===== src/rtl/rules_pkg.sv =====
// Shared types and constants for the rules checker and its arbiter.
// Op codes, requester ids, owner encoding and small decode helpers.
package rules_pkg;

  localparam int N_REQ = 3;

  typedef enum logic [1:0] {
    OP_RESET  = 2'b00,
    OP_UPDATE = 2'b01,
    OP_ERASE  = 2'b10,
    OP_RSVD   = 2'b11
  } op_e;

  typedef enum logic {
    ST_IDLE,
    ST_SETTLE
  } arb_state_e;

  typedef logic [1:0] color_t;

  localparam logic [1:0] REQ_PLAYER = 2'd0;
  localparam logic [1:0] REQ_SOLVER = 2'd1;
  localparam logic [1:0] REQ_CHAL   = 2'd2;
  localparam logic [1:0] OWNER_NONE = 2'd3;

  // One-hot decode of a requester id; OWNER_NONE decodes to zero.
  function automatic logic [N_REQ-1:0] idx_onehot(
    input logic [1:0] idx
  );
    logic [N_REQ-1:0] oh;
    oh = '0;
    for (int i = 0; i < N_REQ; i++) begin
      if (int'(idx) == i) oh[i] = 1'b1;
    end
    return oh;
  endfunction

  // Lock priority: solver, then challenge, then player.
  function automatic logic [1:0] lock_pick(
    input logic [N_REQ-1:0] req
  );
    if (req[REQ_SOLVER]) return REQ_SOLVER;
    if (req[REQ_CHAL]) return REQ_CHAL;
    return REQ_PLAYER;
  endfunction

endpackage


===== src/rtl/rr_pick.sv =====
// Combinational round-robin picker.
// Grants the first set mask bit strictly after ptr, wrapping.
module rr_pick #(
  parameter int N = 3,
  localparam int W = (N > 1) ? $clog2(N) : 1
) (
  input  logic [N-1:0] mask,
  input  logic [W-1:0] ptr,
  output logic [N-1:0] gnt
);

  // Scan from ptr+1 around to ptr, keep the first hit.
  always_comb begin
    int  idx;
    logic found;
    gnt   = '0;
    found = 1'b0;
    idx   = 0;
    for (int k = 1; k <= N; k++) begin
      idx = (int'(ptr) + k) % N;
      if (!found && mask[idx]) begin
        gnt[idx] = 1'b1;
        found    = 1'b1;
      end
    end
  end

endmodule


===== src/rtl/rules_arbiter.sv =====
// Arbiter sharing the rules checker command port among requesters.
// Serialises commands, supports port locking, filters illegal ops.
module rules_arbiter
  import rules_pkg::*;
(
  input  logic               clk,
  input  logic               reset,
  input  logic [N_REQ-1:0]   cmd_valid,
  input  logic [2*N_REQ-1:0] cmd_op,
  input  logic [2*N_REQ-1:0] cmd_color,
  output logic [N_REQ-1:0]   cmd_ready,
  output logic [N_REQ-1:0]   cmd_done,
  output logic [N_REQ-1:0]   cmd_rej,
  input  logic [N_REQ-1:0]   lock_req,
  output logic [N_REQ-1:0]   lock_gnt,
  input  logic               fsm_full,
  input  logic               fsm_empty,
  output logic               fsm_reset,
  output logic               fsm_update,
  output logic               fsm_erase,
  output logic [1:0]         fsm_color
);

  arb_state_e       state_q, state_d;
  logic [1:0]       owner_q, owner_d;
  logic [1:0]       ptr_q, ptr_d;
  logic [1:0]       fly_q, fly_d;
  logic             fly_rej_q, fly_rej_d;
  logic [N_REQ-1:0] done_q, done_d;
  logic [N_REQ-1:0] rej_q, rej_d;
  logic             rst_q, rst_d;
  logic             upd_q, upd_d;
  logic             era_q, era_d;
  color_t           color_q, color_d;

  logic             idle;
  logic             acquire;
  logic             accept;
  logic [N_REQ-1:0] elig;
  logic [N_REQ-1:0] pick;
  logic [N_REQ-1:0] own_oh;
  logic [1:0]       win_idx;
  op_e              win_op;
  color_t           win_color;
  logic             rej_now;

  assign idle    = (state_q == ST_IDLE);
  assign own_oh  = idx_onehot(owner_q);
  assign acquire = idle && (owner_q == OWNER_NONE)
                   && (|lock_req);
  assign elig    = (owner_q == OWNER_NONE)
                   ? cmd_valid : (cmd_valid & own_oh);

  rr_pick #(.N(N_REQ)) u_pick (
    .mask (elig),
    .ptr  (ptr_q),
    .gnt  (pick)
  );

  assign cmd_ready = (idle && !acquire) ? pick : '0;
  assign accept    = |cmd_ready;

  // Mux out the winning requester's id, op and color.
  always_comb begin
    win_idx   = 2'd0;
    win_op    = OP_RESET;
    win_color = 2'b00;
    for (int i = 0; i < N_REQ; i++) begin
      if (cmd_ready[i]) begin
        win_idx   = 2'(i);
        win_op    = op_e'(cmd_op[2*i +: 2]);
        win_color = cmd_color[2*i +: 2];
      end
    end
  end

  // Filter: ops the checker status makes illegal.
  always_comb begin
    rej_now = 1'b0;
    unique case (win_op)
      OP_UPDATE: rej_now = fsm_full;
      OP_ERASE:  rej_now = fsm_empty;
      OP_RSVD:   rej_now = 1'b1;
      default:   rej_now = 1'b0;
    endcase
  end

  // Next-state: FSM, lock ownership, pointer and output pulses.
  always_comb begin
    state_d   = state_q;
    owner_d   = owner_q;
    ptr_d     = ptr_q;
    fly_d     = fly_q;
    fly_rej_d = fly_rej_q;
    done_d    = '0;
    rej_d     = '0;
    rst_d     = 1'b0;
    upd_d     = 1'b0;
    era_d     = 1'b0;
    color_d   = color_q;
    unique case (state_q)
      ST_IDLE: begin
        if (acquire) begin
          owner_d = lock_pick(lock_req);
        end else if (owner_q != OWNER_NONE
                     && (lock_req & own_oh) == '0) begin
          owner_d = OWNER_NONE;
        end
        if (accept) begin
          state_d   = ST_SETTLE;
          ptr_d     = win_idx;
          fly_d     = win_idx;
          fly_rej_d = rej_now;
          if (!rej_now) begin
            color_d = win_color;
            unique case (win_op)
              OP_RESET:  rst_d = 1'b1;
              OP_UPDATE: upd_d = 1'b1;
              OP_ERASE:  era_d = 1'b1;
              default:   ;
            endcase
          end
        end
      end
      ST_SETTLE: begin
        state_d = ST_IDLE;
        done_d  = idx_onehot(fly_q);
        rej_d   = fly_rej_q ? idx_onehot(fly_q) : '0;
      end
      default: state_d = ST_IDLE;
    endcase
  end

  // State and output registers; reset also clears the checker.
  always_ff @(posedge clk) begin
    if (reset) begin
      state_q   <= ST_IDLE;
      owner_q   <= OWNER_NONE;
      ptr_q     <= 2'(N_REQ-1);
      fly_q     <= 2'd0;
      fly_rej_q <= 1'b0;
      done_q    <= '0;
      rej_q     <= '0;
      rst_q     <= 1'b1;
      upd_q     <= 1'b0;
      era_q     <= 1'b0;
      color_q   <= 2'b00;
    end else begin
      state_q   <= state_d;
      owner_q   <= owner_d;
      ptr_q     <= ptr_d;
      fly_q     <= fly_d;
      fly_rej_q <= fly_rej_d;
      done_q    <= done_d;
      rej_q     <= rej_d;
      rst_q     <= rst_d;
      upd_q     <= upd_d;
      era_q     <= era_d;
      color_q   <= color_d;
    end
  end

  assign cmd_done   = done_q;
  assign cmd_rej    = rej_q;
  assign lock_gnt   = own_oh;
  assign fsm_reset  = rst_q;
  assign fsm_update = upd_q;
  assign fsm_erase  = era_q;
  assign fsm_color  = color_q;

  // A pending command must stay valid until it is accepted.
  for (genvar g = 0; g < N_REQ; g++) begin : g_hold
    a_hold: assert property (@(posedge clk) disable iff (reset)
      (cmd_valid[g] && !cmd_ready[g]) |=> cmd_valid[g]);
  end

endmodule


===== config.mk =====
export PLATFORM = sky130hd
export DESIGN_NAME = rules_arbiter
export DESIGN_NICKNAME = d
export VERILOG_FILES = /design/src/rtl/rules_pkg.sv /design/src/rtl/rr_pick.sv /design/src/rtl/rules_arbiter.sv
export SDC_FILE = /design/constraint.sdc
export NUM_CORES = 1
export LEC_CHECK = 0
export ABC_AREA = 1
export CAP_MARGIN = 40
export CORE_ASPECT_RATIO = 1.75
export CORE_MARGIN = 4
export CORE_UTILIZATION = 46
export CTS_CLUSTER_SIZE = 30
export DETAILED_ROUTE_END_ITERATION = 8
export GPL_TIMING_DRIVEN = 0
export PLACE_DENSITY = 0.8
export SLEW_MARGIN = 25
export SYNTH_ARGS = -nofsm -noshare
export SYNTH_HDL_FRONTEND = slang
export SYNTH_SLANG_ARGS = --single-unit

===== constraint.sdc =====
create_clock -name clk -period 3.1 [get_ports clk]
set_input_delay 0.31 -clock clk [delete_from_list [all_inputs] [get_ports clk]]
set_output_delay 0.31 -clock clk [all_outputs]
set_load 0.02 [all_outputs]

==> metrics <==
WL final 2.98 mm; Fmax 348 MHz; clk root buf clkbuf_8; syn_nets 199; Crit. End Element output port; multi-input logic area 714 sq um; Hold Crit Class flip-flop to flip-flop; sequential fraction of the synthesis area 0.296; Finished Cell Area 0.00169 sq mm; status finished, final reports clean; Syn Inst Count 173; Post-CTS Setup Bufs 0; critical path arrival 2.56 ns; die area 0.00357 sq mm; final setup violation count 0; CP Cell Sequence inv_1 -> ha_1 -> inv_2 -> a21oi_1 -> inv_1 -> nand2_1 -> nand4_1 -> nand2_2 -> nand2_4 -> inv_6 -> buf_4 -> dlygate4sd2_1; most frequent cell on the critical path inv_1; Max Cap Viol 0; CTS tree yes; Yosys Warn Count 0; leak pwr 0.841 nW; Buf+Inv Stages, Crit Path 6; FF-to-FF Start ptr_q[1]; min Tclk post-route 2.87 ns; Setup CP Type flip-flop to output port; library cell with the largest summed area after synthesis dfxtp_1; Final Max Slew Viols 0; CP Capture Point cmd_ready[2]; H-tree levels 1; Post-synth EDFFs 0; CP top delay family buffers and inverters; Worst Max-Slew Pin Slew 0.477 ns; ys async rst share 0; antenna violations before repair 0; DRT antenna net count 0; Yosys cell types 28; Final Total Pwr 2.10 mW; Clock transition at path regs 0.06 ns; DP Worst Slack 0.103 ns; Die H 76.1 um; vias in the first global route 1,270; layout cells sized above 1 0.158; Layout Area Growth over Synthesis 38.4%; cts bufs inserted 3; later-pin clock latency in the skew report 0.25 ns; vias per cell 5.41; Post-DP Area 0.00163 sq mm; Hold Fails Final Rpt 0; Diodes inserted 0; clk buf depth 2; Avg WL per Cell 12.4 um; most common cell in the synthesized netlist nand2_1; WP data required 2.79 ns; Tcrit/Tclk final 0.927; FILL cells 242; Synth top cells by count nand2_1 (29), inv_1 (27), dfxtp_1 (18), nand3_1 (17), nor2_1 (12); post-DP HPWL 2.53 mm; r2r setup slk 0.57 ns; Synth top area share 0.296; Worst Clk Skew 0.000808 ns; worst-case reg-to-reg path depth 17; VDD IR max 0.000785 V; DRT Pass-1 Iters 4; Die W 46.9 um; max incr delay on CP 0.37 ns; row count 24; setup TNS 0 ns; relative slew slack 0.681; largest net degree at the start of global routing 11; Final nets 242; overflow left after global routing 0; Starting DRT DRC Count 25; clock sink count 18; RD Place Congestion 0.826; register area 360 sq um; dominant synthesized flop cell dfxtp_1; #FFs+latches synth 18; Worst Path Max Fanout 7; Mapped Area 0.00122 sq mm; IO buf count 38; top cells by area, synth dfxtp_1 (30%), nand2_1 (8.9%), inv_1 (8.3%); global-route wire length before repair 5.09 mm; crit path from ptr_q[1]; DRC violations left 0; syn_area_per_cell 7.04 sq um; Initial Utilization 0.483; CP max-delay cell ha_1; FF-to-FF End fsm_color[1]; RSZ-0062 raised after global routing no; P per Cell Area 1250 mW/mm^2; GRT Util Overall 0.186; Core Area 0.00252 sq mm; Worst path depth 12; Setup crit start kind flip-flop; vias 1,305; hold_ws 0.486 ns; io pins 39; PnR worst setup slack 0.227 ns
[cells by family (layout without fill, tap and decap cells)]
family,Yosys count,after routing,synth area share
fa+ha+maj,4,4,0.0411
compound gates,22,22,0.122
simple gates,94,94,0.423
buf+inv,35,77,0.118
flops,18,18,0.296
[cell type report]
cell class,instances,area share
Tap cell,26,0.0193
Buffer,2,0.00890
Timing Repair Buffer,38,0.226
Multi-Input combinational cell,120,0.424
Inverter,33,0.0764
Clock buffer,4,0.0326
Sequential cell,18,0.214
[layout by cell type, fill, tap and decap left out, types with 5 or more instances in the layout]
master            n
nand4_1          10
nand2_4           5
nor2_1           12
a21oi_1           6
clkdlybuf4s50_1  35
nor3_1            8
o21ai_0           5
inv_2             6
dfxtp_1          18
inv_1            26
nand2_1          29
nand2_2           6
nand3_1          17
[per-stage QoR]
step | utilization | instances
final | 0.669 | 241
after global routing | 0.669 | 241
after CTS | 0.668 | 241
after detailed placement | 0.647 | 237
after global placement | 0.647 | 237
after floorplan | - | 173
[routing by layer]
| metal | vias to the layer above | part of all wire | global-route usage |
|---|---|---|---|
| met3 | 11 | 0.051 | 0.0307 |
| met2 | 44 | 0.57 | 0.364 |
| met4 | 0 | 0.036 | 0.0720 |
| li1 | 654 | - | - |
| met1 | 596 | 0.34 | 0.165 |
| met5 | - | 0 | 0 |
[timing repair]
item,4_1_cts,5_1_grt
hold buffers,0,0
endpoints found under the setup margin,2,3
gates resized for setup,2,3
[worst register-to-register path, cell delays in order (launching register included)]
cell,delay (ns)
dfxtp_1,0.36
inv_1,0.09
ha_1,0.37
inv_2,0.08
a21oi_1,0.30
inv_1,0.08
nand2_1,0.11
nand4_1,0.13
nand2_2,0.15
nand2_4,0.10
nand2_1,0.11
nor2_2,0.05
nor2_4,0.12
nand2_4,0.08
nand2_4,0.10
nand2_2,0.07
nand3_1,0.08
nand2_1,0.05
[registers in the layout, summed over array words and instances, names as in the netlist]
signal	cells
cmd_done	3
cmd_rej	3
fsm_color	2
owner_q	2
ptr_q	2
fly_q	1
fly_rej_q	1
fsm_erase	1
fsm_reset	1
fsm_update	1
state_q	1
[power by group]
| group | switching, mW | internal (mW) | leakage, nW |
|---|---|---|---|
| clock | 0.0736 | 0.113 | 0.0288 |
| sequential | 0.0581 | 0.301 | 0.147 |
| combinational | 0.999 | 0.556 | 0.665 |
[worst min path at each step]
stage | startpoint | endpoint | slack (ns) | cells past startpoint
3_3_place_gp | fsm_color[0] | fsm_color[0] | 0.46 | 2
5_1_grt | fsm_color[0] | fsm_color[0] | 0.52 | 2
3_5_place_dp | fsm_color[0] | fsm_color[0] | 0.46 | 2
6_report | fsm_color[1] | fsm_color[1] | 0.49 | 2
2_1_floorplan | reset | ptr_q[0] | 0.38 | 1
4_1_cts | fsm_color[0] | fsm_color[0] | 0.49 | 2
Note: power is estimated with default switching activity, not from simulation.
